### src/rtl/w_tile_wr_ctrl.sv
// Weight-tile write controller: streams weight rows into SYS_COL banks, one row per
// bank address, tile after tile, with optional reversed row order inside each tile.
module w_tile_wr_ctrl #(
    parameter int SYS_ROW        = 16,
    parameter int SYS_COL        = 16,
    parameter int DATA_WIDTH     = 16,
    parameter int ADDR_WIDTH     = 16,
    parameter int TILE_CNT_WIDTH = 8
) (
    input  logic                          clk,
    input  logic                          rstn,
    input  logic                          cfg_start,
    input  logic [ADDR_WIDTH-1:0]         cfg_base_addr,
    input  logic [TILE_CNT_WIDTH-1:0]     cfg_num_tiles,
    input  logic                          cfg_rev,
    input  logic [SYS_COL-1:0]            cfg_col_mask,
    input  logic                          in_valid,
    output logic                          in_ready,
    input  logic [SYS_COL*DATA_WIDTH-1:0] in_data,
    output logic [SYS_COL-1:0]            wr_en,
    output logic [ADDR_WIDTH-1:0]         wr_addr,
    output logic [SYS_COL*DATA_WIDTH-1:0] wr_data,
    output logic                          busy,
    output logic                          done,
    output logic                          err
);

    localparam int ROW_W  = (SYS_ROW > 1) ? $clog2(SYS_ROW) : 1;
    localparam int CALC_W = ADDR_WIDTH + TILE_CNT_WIDTH;
    localparam int DW     = SYS_COL * DATA_WIDTH;

    typedef enum logic [1:0] {
        IDLE,
        LOAD,
        DONE
    } state_t;

    state_t                    state_q, state_d;
    logic [ROW_W-1:0]          row_q, row_d;
    logic [TILE_CNT_WIDTH-1:0] tile_q, tile_d;
    logic [ADDR_WIDTH-1:0]     base_q, base_d;
    logic [TILE_CNT_WIDTH-1:0] num_tiles_q, num_tiles_d;
    logic                      rev_q, rev_d;
    logic [SYS_COL-1:0]        mask_q, mask_d;
    logic [SYS_COL-1:0]        wr_en_q, wr_en_d;
    logic [ADDR_WIDTH-1:0]     wr_addr_q, wr_addr_d;
    logic [DW-1:0]             wr_data_q, wr_data_d;
    logic                      in_ready_q, in_ready_d;
    logic                      busy_q, busy_d;
    logic                      done_q, done_d;
    logic                      err_q, err_d;

    logic                      xfer;
    logic                      last_row;
    logic                      last_tile;
    logic [CALC_W-1:0]         row_off;
    logic [CALC_W-1:0]         addr_calc;

    // Address math is done wide and truncated so that base + tile offset wraps cleanly.
    always_comb begin
        xfer      = in_valid && in_ready_q;
        last_row  = (row_q == ROW_W'(SYS_ROW - 1));
        last_tile = (tile_q == (num_tiles_q - TILE_CNT_WIDTH'(1)));
        row_off   = rev_q ? (CALC_W'(SYS_ROW - 1) - CALC_W'(row_q)) : CALC_W'(row_q);
        addr_calc = CALC_W'(base_q) + (CALC_W'(tile_q) * CALC_W'(SYS_ROW)) + row_off;
    end

    always_comb begin
        state_d     = state_q;
        row_d       = row_q;
        tile_d      = tile_q;
        base_d      = base_q;
        num_tiles_d = num_tiles_q;
        rev_d       = rev_q;
        mask_d      = mask_q;
        wr_en_d     = '0;
        wr_addr_d   = wr_addr_q;
        wr_data_d   = wr_data_q;
        in_ready_d  = in_ready_q;
        busy_d      = busy_q;
        done_d      = 1'b0;
        err_d       = err_q;

        case (state_q)
            IDLE: begin
                if (cfg_start) begin
                    if (cfg_num_tiles != '0) begin
                        state_d     = LOAD;
                        row_d       = '0;
                        tile_d      = '0;
                        base_d      = cfg_base_addr;
                        num_tiles_d = cfg_num_tiles;
                        rev_d       = cfg_rev;
                        mask_d      = cfg_col_mask;
                        in_ready_d  = 1'b1;
                        busy_d      = 1'b1;
                        err_d       = 1'b0;
                    end else begin
                        err_d = 1'b1;
                    end
                end
                // Rows offered while idle are dropped; flagging wins over a same-cycle clear.
                if (in_valid) begin
                    err_d = 1'b1;
                end
            end

            LOAD: begin
                if (cfg_start) begin
                    err_d = 1'b1;
                end
                if (xfer) begin
                    wr_en_d   = mask_q;
                    wr_addr_d = addr_calc[ADDR_WIDTH-1:0];
                    wr_data_d = in_data;
                    if (last_row) begin
                        row_d  = '0;
                        tile_d = tile_q + TILE_CNT_WIDTH'(1);
                        if (last_tile) begin
                            state_d    = DONE;
                            in_ready_d = 1'b0;
                            done_d     = 1'b1;
                        end
                    end else begin
                        row_d = row_q + ROW_W'(1);
                    end
                end
            end

            DONE: begin
                if (cfg_start) begin
                    err_d = 1'b1;
                end
                state_d = IDLE;
                busy_d  = 1'b0;
            end

            default: begin
                state_d    = IDLE;
                in_ready_d = 1'b0;
                busy_d     = 1'b0;
            end
        endcase
    end

    always_ff @(posedge clk) begin
        if (!rstn) begin
            state_q     <= IDLE;
            row_q       <= '0;
            tile_q      <= '0;
            base_q      <= '0;
            num_tiles_q <= '0;
            rev_q       <= 1'b0;
            mask_q      <= '0;
            wr_en_q     <= '0;
            wr_addr_q   <= '0;
            wr_data_q   <= '0;
            in_ready_q  <= 1'b0;
            busy_q      <= 1'b0;
            done_q      <= 1'b0;
            err_q       <= 1'b0;
        end else begin
            state_q     <= state_d;
            row_q       <= row_d;
            tile_q      <= tile_d;
            base_q      <= base_d;
            num_tiles_q <= num_tiles_d;
            rev_q       <= rev_d;
            mask_q      <= mask_d;
            wr_en_q     <= wr_en_d;
            wr_addr_q   <= wr_addr_d;
            wr_data_q   <= wr_data_d;
            in_ready_q  <= in_ready_d;
            busy_q      <= busy_d;
            done_q      <= done_d;
            err_q       <= err_d;
        end
    end

    assign in_ready = in_ready_q;
    assign wr_en    = wr_en_q;
    assign wr_addr  = wr_addr_q;
    assign wr_data  = wr_data_q;
    assign busy     = busy_q;
    assign done     = done_q;
    assign err      = err_q;

endmodule

### config.mk
export PLATFORM = sky130hd
export DESIGN_NAME = w_tile_wr_ctrl
export DESIGN_NICKNAME = d
export VERILOG_FILES = /design/src/rtl/w_tile_wr_ctrl.sv
export SDC_FILE = /design/constraint.sdc
export NUM_CORES = 1
export LEC_CHECK = 0
export ABC_CLOCK_PERIOD_IN_PS = 2950
export BUFFER_PORTS_ARGS = -buffer_cell sky130_fd_sc_hd__buf_2
export CAP_MARGIN = 25
export CORE_AREA = 2 2 234 236
export DETAILED_ROUTE_END_ITERATION = 6
export DIE_AREA = 0 0 236 238
export PLACE_DENSITY = 0.53
export RECOVER_POWER = 50
export SYNTH_ARGS = -nofsm -noshare
export SYNTH_HDL_FRONTEND = slang
export SYNTH_SLANG_ARGS = --single-unit
### constraint.sdc
create_clock -name clk -period 2.95 [get_ports clk]
set_input_delay 0.59 -clock clk [delete_from_list [all_inputs] [get_ports clk]]
set_output_delay 0.59 -clock clk [all_outputs]
set_load 0.02 [all_outputs]
* Word-level counts from Yosys, hierarchy flattened *
Index checks and enable logic that the tools add are counted.

operators by class
  bitwise operators = 2
  $mul = 0
  reductions and logical operators = 16
  equality and inequality tests = 11
  shifts and indexed selects = 0
  divide/modulo/power cells = 0
  order comparisons = 0
  add/subtract/negate cells = 6
  muxes and demuxes = 30

operator list
  cell                   count
  $mux W8                4
  $add A16 B12 Y16       1
  $add A16 B16 Y16       1
  $mux W16               1
  $mux W4                4
  $pmux W8 S2            1
  $reduce_and A3 Y1      4
  $mux W1                10
  $mux W2                5
  $ne A2 B2 Y1 const B   5
  $reduce_and A5 Y1      2
  $add A8 B1 Y8 const B  1
  $eq A8 B8 Y1           1
  $pmux W4 S2            1
  $reduce_and A4 Y1      2
  $reduce_bool A8 Y1     1
  $sub A8 B1 Y8 const B  1
  $reduce_and A6 Y1      1
  $sub A4 B4 Y5 const A  1
  $add A4 B1 Y4 const B  1
  $eq A4 B4 Y1 const B   1
  $pmux W1 S2            2
  $pmux W2 S2            1
  $reduce_bool A2 Y1     2
  10 further kinds       11

storage, ports and cells
  word-level logic and storage cells = 79
  bits in latches = 0
  ROM bits = 0
  register bits = 347
  input port bits = 301
  memories kept = 0
  bits in writable memories = 0
  output and inout bits = 292

* Depth between registers and ports, before layout *
Gate-level depths: netlist of run 1.

  word-level depth = 6
  depth in mapped cells = 10
  depth with buffers taken out = 9

* Worst setup path before layout of run 1 *
No wires, ideal clock.

  path type = flip-flop to flip-flop
  start point = reg rev_q
  end point = reg wr_addr_q[14] (netlist: wr_addr[14])
  library setup time = 0.122 ns
  cell stages (with the launch flop) = 11
  clock period less this slack = 2.474 ns
  data arrival time = 2.352 ns
  path buffers = 1
  required time = 2.828 ns
  slack = 0.476 ns
  path through = dfxtp_1 clkbuf_1 xor2_1 ha_1 fa_1 a21o_1 a21oi_1 o31a_1 o31a_1 nor4_1 a311o_1

between the ends
  cells in the longest elaborated chain, start to end = 2

RTL lines
  item                    line  source
  from (decl)             43    logic rev_q, rev_d;
  from (signal assigned)  168   rev_q <= rev_d;
  $mux W16                64    row_off = rev_q ? (CALC_W'(SYS_ROW - 1) - CALC_W'(row_q)) : CALC_W'(row_q);
  $add A16 B16 Y16        65    addr_calc = CALC_W'(base_q) + (CALC_W'(tile_q) * CALC_W'(SYS_ROW)) + row_off;
  to (signal assigned)    171   wr_addr_q <= wr_addr_d;
  to (decl)               46    logic [ADDR_WIDTH-1:0] wr_addr_q, wr_addr_d;

No other way between the ends.
A chain may end at the register's enable or synchronous reset.

* Final worst setup path of run 1 *
Ends and elaborated chain as after synthesis.

==> results of run 1 <==
[per-stage QoR]
stage / area [um^2] / utilization / worst slack, ps / power (uW) / hold slack (ps)
after global placement: 16700 / 0.312 / 317 / 7140 / 438
final: 17800 / 0.333 / 296 / 12500 / 275
after floorplan: 13000 / - / 476 / 6390 / 432
after detailed placement: 16700 / 0.312 / 293 / 7170 / 443
after global routing: 17800 / 0.333 / 63.7 / 13100 / 245
after CTS: 18200 / 0.340 / 262 / 12800 / 229
[layer usage]
layer	up-vias	share of wire
met4	2	0.031
met5	-	0.00022
met2	441	0.49
li1	6438	-
met1	6011	0.40
met3	77	0.076
[worst paths after layout]
check,endpoint,depth (start not counted),startpoint
worst max-delay path,wr_addr[14],9,rev_q
worst min-delay path,wr_data[23],3,in_data[23]
worst max register to register,wr_addr[14],9,rev_q
worst min register to register,wr_data[115],2,wr_data[115]
[sequential cells by signal, indices dropped and copies added, names as in the netlist]
register,flops
base_q,16
busy,1
done,1
err,1
in_ready,1
mask_q,16
num_tiles_q,8
rev_q,1
row_q,4
state_q,2
tile_q,8
wr_addr,16
wr_data,256
wr_en,16
[cell families after synthesis]
kind of cell	count (synthesis)	share of synthesized area
adders and majority gates	20	0.0198
AOI/OAI and AO/OA	379	0.161
DFF	347	0.535
muxes	4	0.00308
buffers and inverters	123	0.0369
xor gates and xnor gates	26	0.0175
and+or+nand+nor	727	0.227
[critical path: stages, from the launching register on]
cell	delay (ps)
dfxtp_1	380
xor2_1	180
ha_1	230
fa_1	410
a21o_1	170
a21oi_1	300
o31a_1	250
o31a_1	230
nor4_1	70
a311o_1	310
[layout make-up]
| cell class | instances | area, um^2 |
|---|---|---|
| clock inverters | 15 | 239 |
| multi-input cells | 1156 | 5590 |
| well taps | 696 | 871 |
| flip-flops and latches | 347 | 6950 |
| repair buffers | 615 | 2850 |
| clock buffers | 61 | 1250 |
| fillers | 5799 | 35700 |
| inverters | 9 | 41.3 |
[power by group]
group | total, uW | switching [uW] | internal, uW
clock | 5520 | 2050 | 3470
sequential | 5140 | 180 | 4960
combinational | 1850 | 1220 | 628
[cells in the final DEF, fill, tap and decap left out, types with 5 or more instances in the layout]
master / count
buf_2: 300
xor2_1: 12
clkbuf_16: 43
xnor2_1: 14
a211oi_1: 5
buf_4: 12
buf_12: 7
bufinv_16: 6
and3_1: 19
ha_1: 19
nand4_1: 6
a21boi_0: 22
a21o_1: 7
nand2_1: 625
nor2_1: 21
a21oi_1: 298
nand3_1: 13
nor3_1: 5
clkbuf_1: 302
inv_1: 8
nor2b_1: 6
clkbuf_8: 11
dfxtp_1: 347
o21ai_0: 16
and2_1: 6
==> summary.md, run 1 <==
| Metric | Value |
|---|---|
| EDFF count, synth | 0 |
| Placer congestion estimate | around 0.9 |
| Total iterations of the first detailed-routing run | 5 |
| Final WL | 46300 um |
| FFs w/ async S/R, synth | 0 |
| Core area | approximately 53000 um^2 |
| GRT overflow | 0 |
| Tmin final | 2650 ps |
| Vias in the first global route | ~13000 |
| M2 GR Usage | 0.272 |
| Worst Path Required | approximately 3400 ps |
| Initial antenna violation count | 2 |
| Top-count cell post-synth | nand2_1 |
| Count of cell types in the netlist | around 60 |
| Detailed Place HPWL | 33500 um |
| Max Slew Vio Count | 0 |
| Arrival time worst endpoint | roughly 3100 ps |
| Syn Area/Cell | between 7 and 8 um^2 |
| Number of clock sinks | between 300 and 400 |
| Netlist Area Pre-Place | around 13000 um^2 |
| Total number of yosys warnings | 0 |
| Vias | roughly 13000 |
| GRT met1 Usage | 0.182 |
| Number of port buffers | between 500 and 600 |
| Layout cells sized above 1 | 0.182 |
| Initial cell density of the core | 0.243 |
| Startpoint types | flip-flop |
| CTS tree | built |
| Area leader, netlist | dfxtp_1 |
| Net count after synthesis | just under 2000 |
| Synth Instances | roughly 1600 |
| Insertion delay to the later sink of the worst-skew pair | around 550 ps |
| CTS hold repair buffers | 0 |
| Worst vdd ir | around 0.38 mV |
| Synth top area share | 0.535 |
| Post-synthesis register bit count | around 350 |
| Antenna Nets Post-Route | 0 |
| Final setup TNS | 0 ps |
| CTS Buffer Depth | 3 |
| Worst-margin pin slew | roughly 1200 ps |
| Outcome | finished, final reports clean |
| Vias per std cell | 4.47 |
| Cts repair resizes | 0 |
| Vert. Die Dim | around 240 um |
| RSZ-0062 raised after global routing | false |
| H-tree depth | 2 |
| Area contributors post-synth | dfxtp_1 53%, nand2_1 18%, a21oi_1 11% |
| Register area share after synthesis | 0.535 |
| Setup Skew | between 10 and 15 ps |
| # diodes | 0 |
| Drt initial violations | ~630 |
| Final Non-Filler Cells | 2899 |
| Routing usage on met3 | 0.0470 |
| Ports | 593 |
| Die X | between 200 and 250 um |
| Cell total after placement | approximately 2800 |
| Reg2reg setup slack | around 300 ps |
| Area delta synth->final | 36.9% |
| Largest net degree at the start of global routing | 147 |
| Top FF cell, synth | dfxtp_1 |
| Final Hold Viols | 0 |
| Pleak | approximately 0.0068 uW |
| TritonCTS buffer count | 41 |
| Crit Path Max Fanout | 5 |
| Hold/Removal Path Class | in2reg |
| Commonest cells post-synth | 625 x nand2_1, 347 x dfxtp_1, 298 x a21oi_1 |
| CP Class | reg2reg |
| Net count reported at finish | roughly 2500 |
| Post-CTS Setup Bufs | 0 |
| Max-cap viol count | 0 |
| PwrDens | slightly above 700 nW/um^2 |
| Part of the cycle the worst path needs | 0.900 |
| CP Capture Type | flip-flop |
| FMAX | between 0.3 and 0.4 GHz |
| CTS clock-pin slew for the worst setup and hold paths | roughly 60 ps |
| Site row count | between 80 and 90 |
| Drt wl/cell | around 16 um |
| Die ar. | 56200 um^2 |
| Busiest grt layer | met2 |
| Root Buffer | clkbuf_16 |
| # DRC | 0 |
| Max transition margin | 0.187 |
| First-pass GRT wire length | between 70000 and 80000 um |
| Endpoints failing setup | 0 |
| Total track usage | 0.156 |
Note: power is estimated with default switching activity, not from simulation.
==> run 2, diff against run 1 <==
PLACE_DENSITY = default   (was 0.53)
PLACE_DENSITY_LB_ADDON = 0.05   (was default)
==> summary.md, run 2 (synthesis gave the netlist of run 1 again) <==
| Metric | Value |
|---|---|
| Outcome | finished, final reports clean (unchanged) |
| Die ar. | 56200 um^2 (unchanged) |
| CTS clock-pin slew for the worst setup and hold paths | 60 ps (about the same) |
| Max reg flops | 256 (unchanged) |
| Endpoints failing setup | 0 (unchanged) |
| Worst path bufs/invs | 1 (was 0) |
| Hold/Removal Path Class | in2reg (unchanged) |
| Drt wl/cell | 17.8 um (was 16.0 um) |
| Routed wl met2 | 25500 um (was 22900 um) |
| Initial antenna violation count | 21 (was 2) |
| Max transition margin | 0.129 (was 0.187) |
| Startpoint types | flip-flop (unchanged) |
| Fin util | 0.332 (was 0.333) |
| Vias | 12900 (was 13000) |
| Placer congestion estimate | 0.795 (was 0.883) |
| WL met3 | 4380 um (was 3530 um) |
| Cts repair resizes | 0 (unchanged) |
| CP Class | reg2reg (unchanged) |
| Final WL | 51900 um (was 46300 um) |
| # DRC | 0 (unchanged) |
| Max Slew Vio Count | 0 (unchanged) |
| CTS Buffer Depth | 3 (unchanged) |
| Final Non-Filler Cells | 2914 (was 2899) |
| Number of port buffers | 592 (unchanged) |
| Met1 WL | 20700 um (was 18500 um) |
| Cell Chain, Critical Path | xor2_1, ha_1, fa_1, a21o_1, a21oi_1, buf_4, o31a_1, o31a_1, nor4_1, a311o_1 (was xor2_1, ha_1, fa_1, a21o_1, a21oi_1, o31a_1, o31a_1, nor4_1, a311o_1) |
| Place WS | 283 ps (was 293 ps) |
| GRT overflow | 0 (unchanged) |
| Initial cell density of the core | 0.243 (unchanged) |
| Pleak | 0.00675 uW (about the same) |
| Ports | 593 (unchanged) |
| Slowest CP cell | fa_1 (unchanged) |
| Die X | 236 um (unchanged) |
| Leading cell types in the layout, fill and taps excluded | 625 x nand2_1, 347 x dfxtp_1, 302 x clkbuf_1 (unchanged) |
| Final worst setup slack | 325 ps (was 296 ps) |
| Leading cell type in the layout, fill and taps excluded | nand2_1 (unchanged) |
| H-tree depth | 2 (unchanged) |
| Max-cap viol count | 0 (unchanged) |
| CTS tree | built (unchanged) |
| PwrDens | 684 nW/um^2 (was 704 nW/um^2) |
| Worst vdd ir | 0.389 mV (was 0.377 mV) |
| Area delta synth->final | 36.8% (was 36.9%) |
| Layout cells sized above 1 | 0.184 (was 0.182) |
| Root Buffer | clkbuf_16 (unchanged) |
| Net count reported at finish | 2499 (was 2491) |
| Worst Path Required | 3390 ps (was 3380 ps) |
| Part of the cycle the worst path needs | 0.890 (was 0.900) |
| Worst-margin pin slew | 1310 ps (was 1220 ps) |
| CTS hold repair buffers | 0 (unchanged) |
| RSZ-0062 raised after global routing | false (unchanged) |
| Drt initial violations | 677 (was 631) |
| Total track usage | 0.177 (was 0.156) |
| TritonCTS buffer count | 43 (was 41) |
| CP Capture Type | flip-flop (unchanged) |
| Site row count | 85 (unchanged) |
| Total iterations of the first detailed-routing run | 5 (unchanged) |
| Vias in the first global route | 12600 (about the same) |
| CP delay by family, top | compound AO/OA/AOI/OAI gates (unchanged) |
| Crit Path Max Fanout | 5 (unchanged) |
| Vert. Die Dim | 238 um (unchanged) |
| Post-CTS Setup Bufs | 0 (unchanged) |
| Core area | 53500 um^2 (unchanged) |
| Most frequent CP cell | o31a_1 (unchanged) |
| DR top layer | met5 (unchanged) |
| Arrival time worst endpoint | 3070 ps (was 3090 ps) |
| Final Hold Viols | 0 (unchanged) |
| Insertion delay to the later sink of the worst-skew pair | 570 ps (was 550 ps) |
| Vias per std cell | 4.42 (was 4.47) |
| Worst stage delay on the critical path | 420 ps (was 410 ps) |
| FMAX | 0.381 GHz (was 0.377 GHz) |
| First-pass GRT wire length | 77000 um (was 70200 um) |
| Cell total after placement | 2829 (was 2823) |
| Antenna Nets Post-Route | 0 (unchanged) |
| Final setup TNS | 0 ps (unchanged) |
| Largest net degree at the start of global routing | 140 (was 147) |
| Tmin final | 2620 ps (was 2650 ps) |
| Reg2reg setup slack | 330 ps (was 300 ps) |
| Number of clock sinks | 347 (unchanged) |
| Detailed Place HPWL | 37800 um (was 33500 um) |
| Setup Skew | 21.9 ps (was 11.5 ps) |
-- run 2: layer usage --
layer,vias up,GRT usage
met5,-,0
met4,18,0.0523
met3,92,0.0686
met2,370,0.304
met1,5925,0.204
li1,6472,-
-- run 2: stage by stage --
step / total power, uW / instance area [um^2] / hold slack [ps]
after detailed placement: 7250 / 16800 / 443
final: 12200 / 17800 / 252
after floorplan: 6390 / 13000 / 432
after global routing: 12800 / 17800 / 221
after global placement: 7240 / 16800 / 437
after CTS: 12400 / 18100 / 202
-- run 2: final timing paths --
path | from | to | cells after the start
max | rev_q | wr_addr[14] | 10
min | in_data[149] | wr_data[149] | 3
max reg2reg | rev_q | wr_addr[14] | 10
min reg2reg | mask_q[10] | mask_q[10] | 2
-- run 2: cell type report --
type,count,area (um^2)
inverter,9,41.3
fill,5917,35700
antenna,9,22.5
tap,696,871
clock inverter,15,118
timing repair buffer,621,2960
multi-input combinational,1156,5580
clock buffer,61,1230
sequential,347,6950
-- run 2: where the power goes --
group          switching [uW]  internal (uW)
registers                 168           4960
clock network            2100           3000
logic                    1260            662
total                    3530           8620
-- run 2: worst min-delay path: stages --
cell,delay [ps]
buf_2,100
nand2_1,40
a21oi_1,50
